**config.mk**
```make
export PLATFORM = sky130hd
export DESIGN_NAME = sprite_rom_arbiter
export DESIGN_NICKNAME = d
export VERILOG_FILES = /design/src/rtl/sprite_rom_arbiter.sv
export SDC_FILE = /design/constraint.sdc
export NUM_CORES = 1
export LEC_CHECK = 0
export CAP_MARGIN = 20
export CORE_AREA = 2 2 62 64
export CTS_BUF_LIST = sky130_fd_sc_hd__clkbuf_4 sky130_fd_sc_hd__clkbuf_8 sky130_fd_sc_hd__clkbuf_16
export CTS_CLUSTER_SIZE = 25
export DETAILED_ROUTE_END_ITERATION = 8
export DIE_AREA = 0 0 64 66
export GPL_ROUTABILITY_DRIVEN = 0
export PLACE_DENSITY = 0.77
export SYNTH_ARGS = -nofsm -noshare
export SYNTH_HDL_FRONTEND = slang
export SYNTH_SLANG_ARGS = --single-unit
```
**constraint.sdc**
```tcl
create_clock -name vga_clk -period 2.77 [get_ports vga_clk]
set_input_delay 0.277 -clock vga_clk [delete_from_list [all_inputs] [get_ports vga_clk]]
set_output_delay 0.277 -clock vga_clk [all_outputs]
set_load 0.05 [all_outputs]
```
**src/rtl/sprite_rom_arbiter.sv**
```systemverilog
// Round-robin arbiter sharing one sprite ROM read port among N_REQ renderers.
// Define SPRITE_ARB_PRIO0_EN to give requester 0 fixed absolute priority.
module sprite_rom_arbiter #(
   parameter int N_REQ   = 4,
   parameter int ADDR_W  = 12,
   parameter int DATA_W  = 3,
   parameter int ROM_LAT = 0
) (
   input  logic                      vga_clk,
   input  logic                      reset_n,
   input  logic [N_REQ-1:0]          req,
   input  logic [N_REQ*ADDR_W-1:0]   req_addr,
   output logic [N_REQ-1:0]          gnt,
   output logic [ADDR_W-1:0]         rom_addr,
   input  logic [DATA_W-1:0]         rom_q,
   output logic [N_REQ-1:0]          rsp_valid,
   output logic [DATA_W-1:0]         rsp_data,
   output logic                      busy
);

   localparam int IDX_W = $clog2(N_REQ);
   localparam int NS    = ROM_LAT + 1;
`ifdef SPRITE_ARB_PRIO0_EN
   localparam int BASE  = 1;
`else
   localparam int BASE  = 0;
`endif
   localparam int M     = N_REQ - BASE;

   logic [IDX_W-1:0]  ptr;
   logic [IDX_W-1:0]  ptr_nxt;
   logic [IDX_W-1:0]  rptr;
   logic [M-1:0]      ring;
   logic              found;
   logic [IDX_W-1:0]  sel;
   logic              any_gnt;
   logic              prio_hit;
   logic [IDX_W-1:0]  gnt_idx;

   logic [ADDR_W-1:0] addr_a [N_REQ];
   logic [NS-1:0]     tag_v;
   logic [IDX_W-1:0]  tag_i [NS];

   for (genvar g = 0; g < N_REQ; g++) begin : g_addr
      assign addr_a[g] = req_addr[g*ADDR_W +: ADDR_W];
   end

   // Two passes: first at or above the pointer, then wrap from the bottom.
   always_comb begin
      ring  = req[N_REQ-1:BASE];
      rptr  = ptr - IDX_W'(BASE);
      found = 1'b0;
      sel   = '0;
      for (int k = 0; k < M; k++) begin
         if (!found && ring[k] && IDX_W'(k) >= rptr) begin
            found = 1'b1;
            sel   = IDX_W'(k);
         end
      end
      for (int k = 0; k < M; k++) begin
         if (!found && ring[k]) begin
            found = 1'b1;
            sel   = IDX_W'(k);
         end
      end
   end

   always_comb begin
`ifdef SPRITE_ARB_PRIO0_EN
      prio_hit = req[0];
`else
      prio_hit = 1'b0;
`endif
      any_gnt = prio_hit | found;
      gnt_idx = prio_hit ? '0 : sel + IDX_W'(BASE);
      gnt     = any_gnt ? N_REQ'(1) << gnt_idx : '0;
   end

   always_comb begin
      ptr_nxt = ptr;
      if (found && !prio_hit) begin
         if (gnt_idx == IDX_W'(N_REQ-1))
            ptr_nxt = IDX_W'(BASE);
         else
            ptr_nxt = gnt_idx + 1'b1;
      end
   end

   always_ff @(posedge vga_clk or negedge reset_n) begin
      if (!reset_n) begin
         ptr      <= IDX_W'(BASE);
         rom_addr <= '0;
      end else begin
         ptr <= ptr_nxt;
         if (any_gnt)
            rom_addr <= addr_a[gnt_idx];
      end
   end

   // Grant tags travel alongside the ROM read so responses return in order.
   always_ff @(posedge vga_clk or negedge reset_n) begin
      if (!reset_n) begin
         tag_v <= '0;
         for (int s = 0; s < NS; s++)
            tag_i[s] <= '0;
      end else begin
         tag_v[0] <= any_gnt;
         tag_i[0] <= gnt_idx;
         for (int s = 1; s < NS; s++) begin
            tag_v[s] <= tag_v[s-1];
            tag_i[s] <= tag_i[s-1];
         end
      end
   end

   always_comb begin
      rsp_valid = tag_v[NS-1] ? N_REQ'(1) << tag_i[NS-1] : '0;
      rsp_data  = tag_v[NS-1] ? rom_q : '0;
      busy      = |tag_v;
   end

endmodule

```
# After elaboration in Yosys (flattened, before gate mapping)
# Cells that the tools add are included.
# Widths: inputs -> output; s select.
word_totals:
  elab_cells: 54
  reg_bits: 17
  input_bits: 57
op_classes:
  n_lt_le_gt_ge: 5
  mux: 22
  reduce_logical: 18
  n_eq_ne: 1
  addsub: 1
  bitwise: 1
  shifts: 2
op_table:
  columns: ["cell", "n"]
  rows:
  - ["$bmux 12 s2", 1]
  - ["$mux 12", 2]
  - ["$mux 2", 7]
  - ["$logic_and 1x1->1", 11]
  - ["$mux 1", 9]
  - ["$mux 4", 2]
  - ["$shl 1x2->4 const A", 2]
  - ["$logic_not 1->1", 7]
  - ["$ge 1x2->1 const A", 2]
  - ["$ge 2x2->1 const A", 2]
  - ["$ge 3x3->1 const B", 1]
  - ["$mux 3", 1]
  - ["$not 2->3", 1]
  - ["$add 2x1->2 const B", 1]
  - ["$eq 2x2->1 const B", 1]

# Logic depth before layout (Yosys ltp)
depth:
  ltp_word: 31
  mapped_depth: 8
  mapped_depth_nobuf: 6

# Worst setup path after synthesis
# No wires, ideal clock.
synth_path:
  kind: "register to output"
  startpoint: "register ptr[1]"
  endpoint: "output gnt[1]"
  path_buffers: 2
  arrival_time_ps: 1997
  setup_slack_ps: 496
  stages_incl_launch_ff: 7
  required_ps: 2493
  cell_sequence: "dfrtp_1 buf_4 mux2i_1 a221oi_4 clkbuf_1 ha_1 and2_1"
synth_between:
  elab_chain_cells: 29
synth_rtl:
  columns: ["element", "line", "text"]
  rows:
  - ["from (decl)", "30", "logic [IDX_W-1:0] ptr;"]
  - ["from (signal assigned)", "91", "ptr <= IDX_W'(BASE);"]
  - ["from (signal assigned)", "94", "ptr <= ptr_nxt;"]
  - ["$ge 1x2->1", "55", "if (!found && ring[k] && IDX_W'(k) >= rptr) begin"]
  - ["$logic_and 1x1->1", "55", null]
  - ["$mux 1", "55", null]
  - ["$logic_not 1->1", "55", null]
  - ["$logic_and 1x1->1 (2 in series)", "55", null]
  - ["$mux 1", "55", null]
  - ["$logic_not 1->1", "55", null]
  - ["$logic_and 1x1->1 (2 in series)", "55", null]
  - ["(+12 left out)", null, null]
  - ["$logic_and 1x1->1", "61", "if (!found && ring[k]) begin"]
  - ["$mux 1", "61", null]
  - ["$logic_not 1->1", "61", null]
  - ["$logic_and 1x1->1", "61", null]
  - ["$mux 2 (*)", "61", null]
  - ["named net gnt_idx[0]", "38", "logic [IDX_W-1:0] gnt_idx;"]
  - ["$shl 1x2->4 (*)", "76", "gnt = any_gnt ? N_REQ'(1) << gnt_idx : '0;"]
  - ["$mux 4 (*)", "76", null]
  - ["to (decl)", "13", "output logic [N_REQ-1:0] gnt,"]
# The timed path passes the listed nets; every way through them passes the cells marked *.

# Final worst setup path
layout_path:
  startpoint: "input req[3]"
  endpoint: "output gnt[2]"
layout_between:
  elab_chain_cells: 17
layout_rtl:
  columns: ["element", "line", "text"]
  rows:
  - ["from (decl)", "11", "input logic [N_REQ-1:0] req,"]
  - ["$logic_and 1x1->1 (2 in series)", "55", null]
  - ["$mux 1", "55", null]
  - ["$logic_not 1->1", "61", null]
  - ["$logic_and 1x1->1", "61", null]
  - ["$mux 1", "61", null]
  - ["$logic_not 1->1", "61", null]
  - ["$logic_and 1x1->1", "61", null]
  - ["$mux 1", "61", null]
  - ["$logic_not 1->1", "61", null]
  - ["$logic_and 1x1->1", "61", null]
  - ["$mux 1", "61", null]
  - ["$logic_not 1->1", "61", null]
  - ["$logic_and 1x1->1", "61", null]
  - ["$mux 2 (*)", "61", null]
  - ["named net gnt_idx[1]", "38", null]
  - ["$shl 1x2->4 (*)", "76", null]
  - ["$mux 4 (*)", "76", null]
# Marked as above.

==> flow_summary_export.csv <==
group,metric,value,unit
run_status,status,"completed",
synth,syn_area_per_cell,9.66,sq um
route,final_antenna_net_count,0,
critical_path,worstSetupPathType,"in -> out",
sta,period_share,89.1,%
power_and_ir_drop,irDropWorstVdd,353,uV
critical_path,path_depth,8,
critical_path,critPathLaunchType,"input port",
critical_path,critPathTopFamily,"buffers and inverters",
floorplanning,initial_core_util,33.2,%
grt,grt_max_degree,27,
placed_design,portBuffers,80,
sta,setup_viol,0,
critical_path,worstPathCellList,"clkdlybuf4s50_1 -> and3b_1 -> o21ai_0 -> o221ai_2 -> inv_1 -> ha_1 -> and2_1 -> buf_4",
critical_path,cp-endpoint,"gnt[2]",
clock_tree,ctsHoldBuffers,0,
floorplanning,io_pins,81,
clock_tree,clockBufferDepth,2,
grt,grt_first_pass_wirelength,5.42,mm
cells_and_area,layout.nets,265,
floorplanning,core,0.00355,sq mm
critical_path,reg2reg_from,"ptr[1]",
run,cap_violations,0,
placed_design,post-dp-hpwl,2.70,mm
synth,syn_area,0.00118,sq mm
sta,worst_clock_skew,5.32,ps
cells_and_area,layout-drive-gt1-share,16.7,%
critical_path,cp.required,2490,ps
cells_and_area,finalCoreUtilization,58.2,%
synth,synth_nets,183,
placed_design,pre_cts_slack,314,ps
grt,gr-total-overflow,0,
critical_path,rr_worst_depth,6,
sta,period_minus_slack,2470,ps
grt,grt_antenna_before_repair,0,
route,drc,0,
power_and_ir_drop,p_per_area,860,mW/mm^2
sta,hold_violations,0,
critical_path,rrSetupSlack,790,ps
sta,fin_ws,301,ps
route,vias,1219,
sta,rsz0062_at_grt,"false",
synth,ys_seq_area_share,36.1,%
cells_and_area,mostFrequentLayoutCell,"clkdlybuf4s50_1",
floorplanning,dieArea,0.00422,sq mm
grt,grt_usage,16.4,%
critical_path,critPathMaxStageDelay,580,ps
clock_tree,cts_tree,"done",
critical_path,cp_data_arrival_time,2190,ps
floorplanning,fp.dieH,66,um
sta,fin_tns_setup,0,ps
critical_path,endpoint_kind,"output pin",
placed_design,dp_cells,247,
route,routed_wl,3.34,mm
clock_tree,clk_transition_reported_paths,100,ps
min_path,holdCritPathClass,"in -> async",
route,firstDrtPassIters,4,
floorplanning,rows,22,
sta,relSlewSlack,50.4,%
cells_and_area,layout.cells.non_filler,251,
synth,ys.warnings.count,0,
synth,synth_cell_types,27,
critical_path,cp-startpoint,"req[3]",
clock_tree,clock_sinks,17,
cells_and_area,final_cell_mix,"clkdlybuf4s50_1, nand2_1, dfrtp_1",
clock_tree,cts_resized,0,
power_and_ir_drop,p_leak,0.864,nW
route,dr.first_iter.drc_count,36,
synth,synthCells,122,
synth,synth_seq_cells,17,
floorplanning,die_w,64,um
sta,timing.hold.ws,419,ps
sta,worst_slew_pin_slew,742,ps
critical_path,cpMaxStageDelayCell,"clkdlybuf4s50_1",
clock_tree,root_buffer,"clkbuf_4",
cells_and_area,fillCellCount,311,
critical_path,r2r-end,"ptr[1]",
sta,drv_slew,0,
critical_path,worst-path-buf-inv,3,
clock_tree,htreeDepth,1,
sta,timing.fmax,0.405,GHz
clock_tree,cts_buffers,3,
route,wl_per_cell,13.3,um
clock_tree,clk_latency,280,ps
cells_and_area,area_growth,75.4,%
route,vias_per_cell,4.86,
clock_tree,cts_setup_buffers,0,
critical_path,crit_fanout,8,
cells_and_area,n_antenna_cell,0,
grt,grt_pass1_vias,1253,
-- layer usage --
layer  share of wire [%]  global-route usage (%)
met1                  38                    16.7
met2                  55                    32.9
met3                 5.5                    2.73
met4                 1.4                    6.52
met5                   0                       0
-- layout make-up --
class	count	area (sq um)	area share [%]
clock inverter	1	5.00	0.242
clock buffer	3	22.5	1.09
sequential	17	425	20.6
multi-input combinational	94	703	34.0
tap	48	60.1	2.91
inverter	4	17.5	0.847
timing repair buffer	84	833	40.3
-- where the power goes --
group | internal (mW) | leakage, nW | total (mW) | switching (mW)
clock | 0.0536 | 0.0177 | 0.130 | 0.0768
sequential | 0.349 | 0.192 | 0.437 | 0.0886
combinational | 0.482 | 0.654 | 1.21 | 0.728
-- per-stage QoR --
step                total power [mW]  area [sq um]
finish                          1.78          2070
global route                    1.88          2070
CTS                             1.80          2070
detailed placement              1.66          2040
global placement                1.63          2040
floorplan                       1.24          1180
-- Yosys cell counts --
cell,instances,area (sq um)
and3b_1,2,17.5
clkbuf_1,4,15.0
a21o_1,1,7.51
a21boi_0,1,7.51
mux2i_1,2,20.0
o221ai_1,1,8.76
a221oi_4,1,26.3
buf_6,1,11.3
nand2_1,26,97.6
a31oi_1,13,81.3
and2_1,7,43.8
nor2_1,4,15.0
and3_1,1,6.26
buf_4,1,7.51
buf_2,1,5.00
nor2b_1,1,6.26
a21oi_1,2,10.0
mux2_4,6,90.1
ha_1,4,50.1
inv_4,1,6.26
nor3b_1,1,7.51
mux2_2,7,78.8
inv_1,3,11.3
o21ai_0,2,10.0
o22ai_1,6,37.5
o22ai_2,6,75.1
dfrtp_1,17,425
-- flip-flops by register name, indices dropped and copies added (netlist names) --
name / flops
ptr: 2
rom_addr: 12
busy: 1
tag_i: 2
-- how the worst min path moves through the flow --
| stage | slack, ps | end | from |
|---|---|---|---|
| 2_1_floorplan | -20 | busy | reset_n |
| 3_5_place_dp | 590 | rom_addr[9] | rom_addr[9] |
| 3_3_place_gp | 580 | rom_addr[0] | rom_addr[0] |
| 6_report | 420 | rom_addr[0] | reset_n |
| 4_1_cts | 440 | rom_addr[11] | reset_n |
| 5_1_grt | 480 | rom_addr[11] | reset_n |
-- kinds of logic after synthesis --
family / Yosys count / synth area share [%]
AOI/OAI and AO/OA: 33 / 22.4
adders and majority gates: 4 / 4.25
buffers and inverters: 11 / 4.78
DFF: 17 / 36.1
muxes: 15 / 16.0
and+or+nand+nor: 42 / 16.5
(Power assumes the default switching activity.)
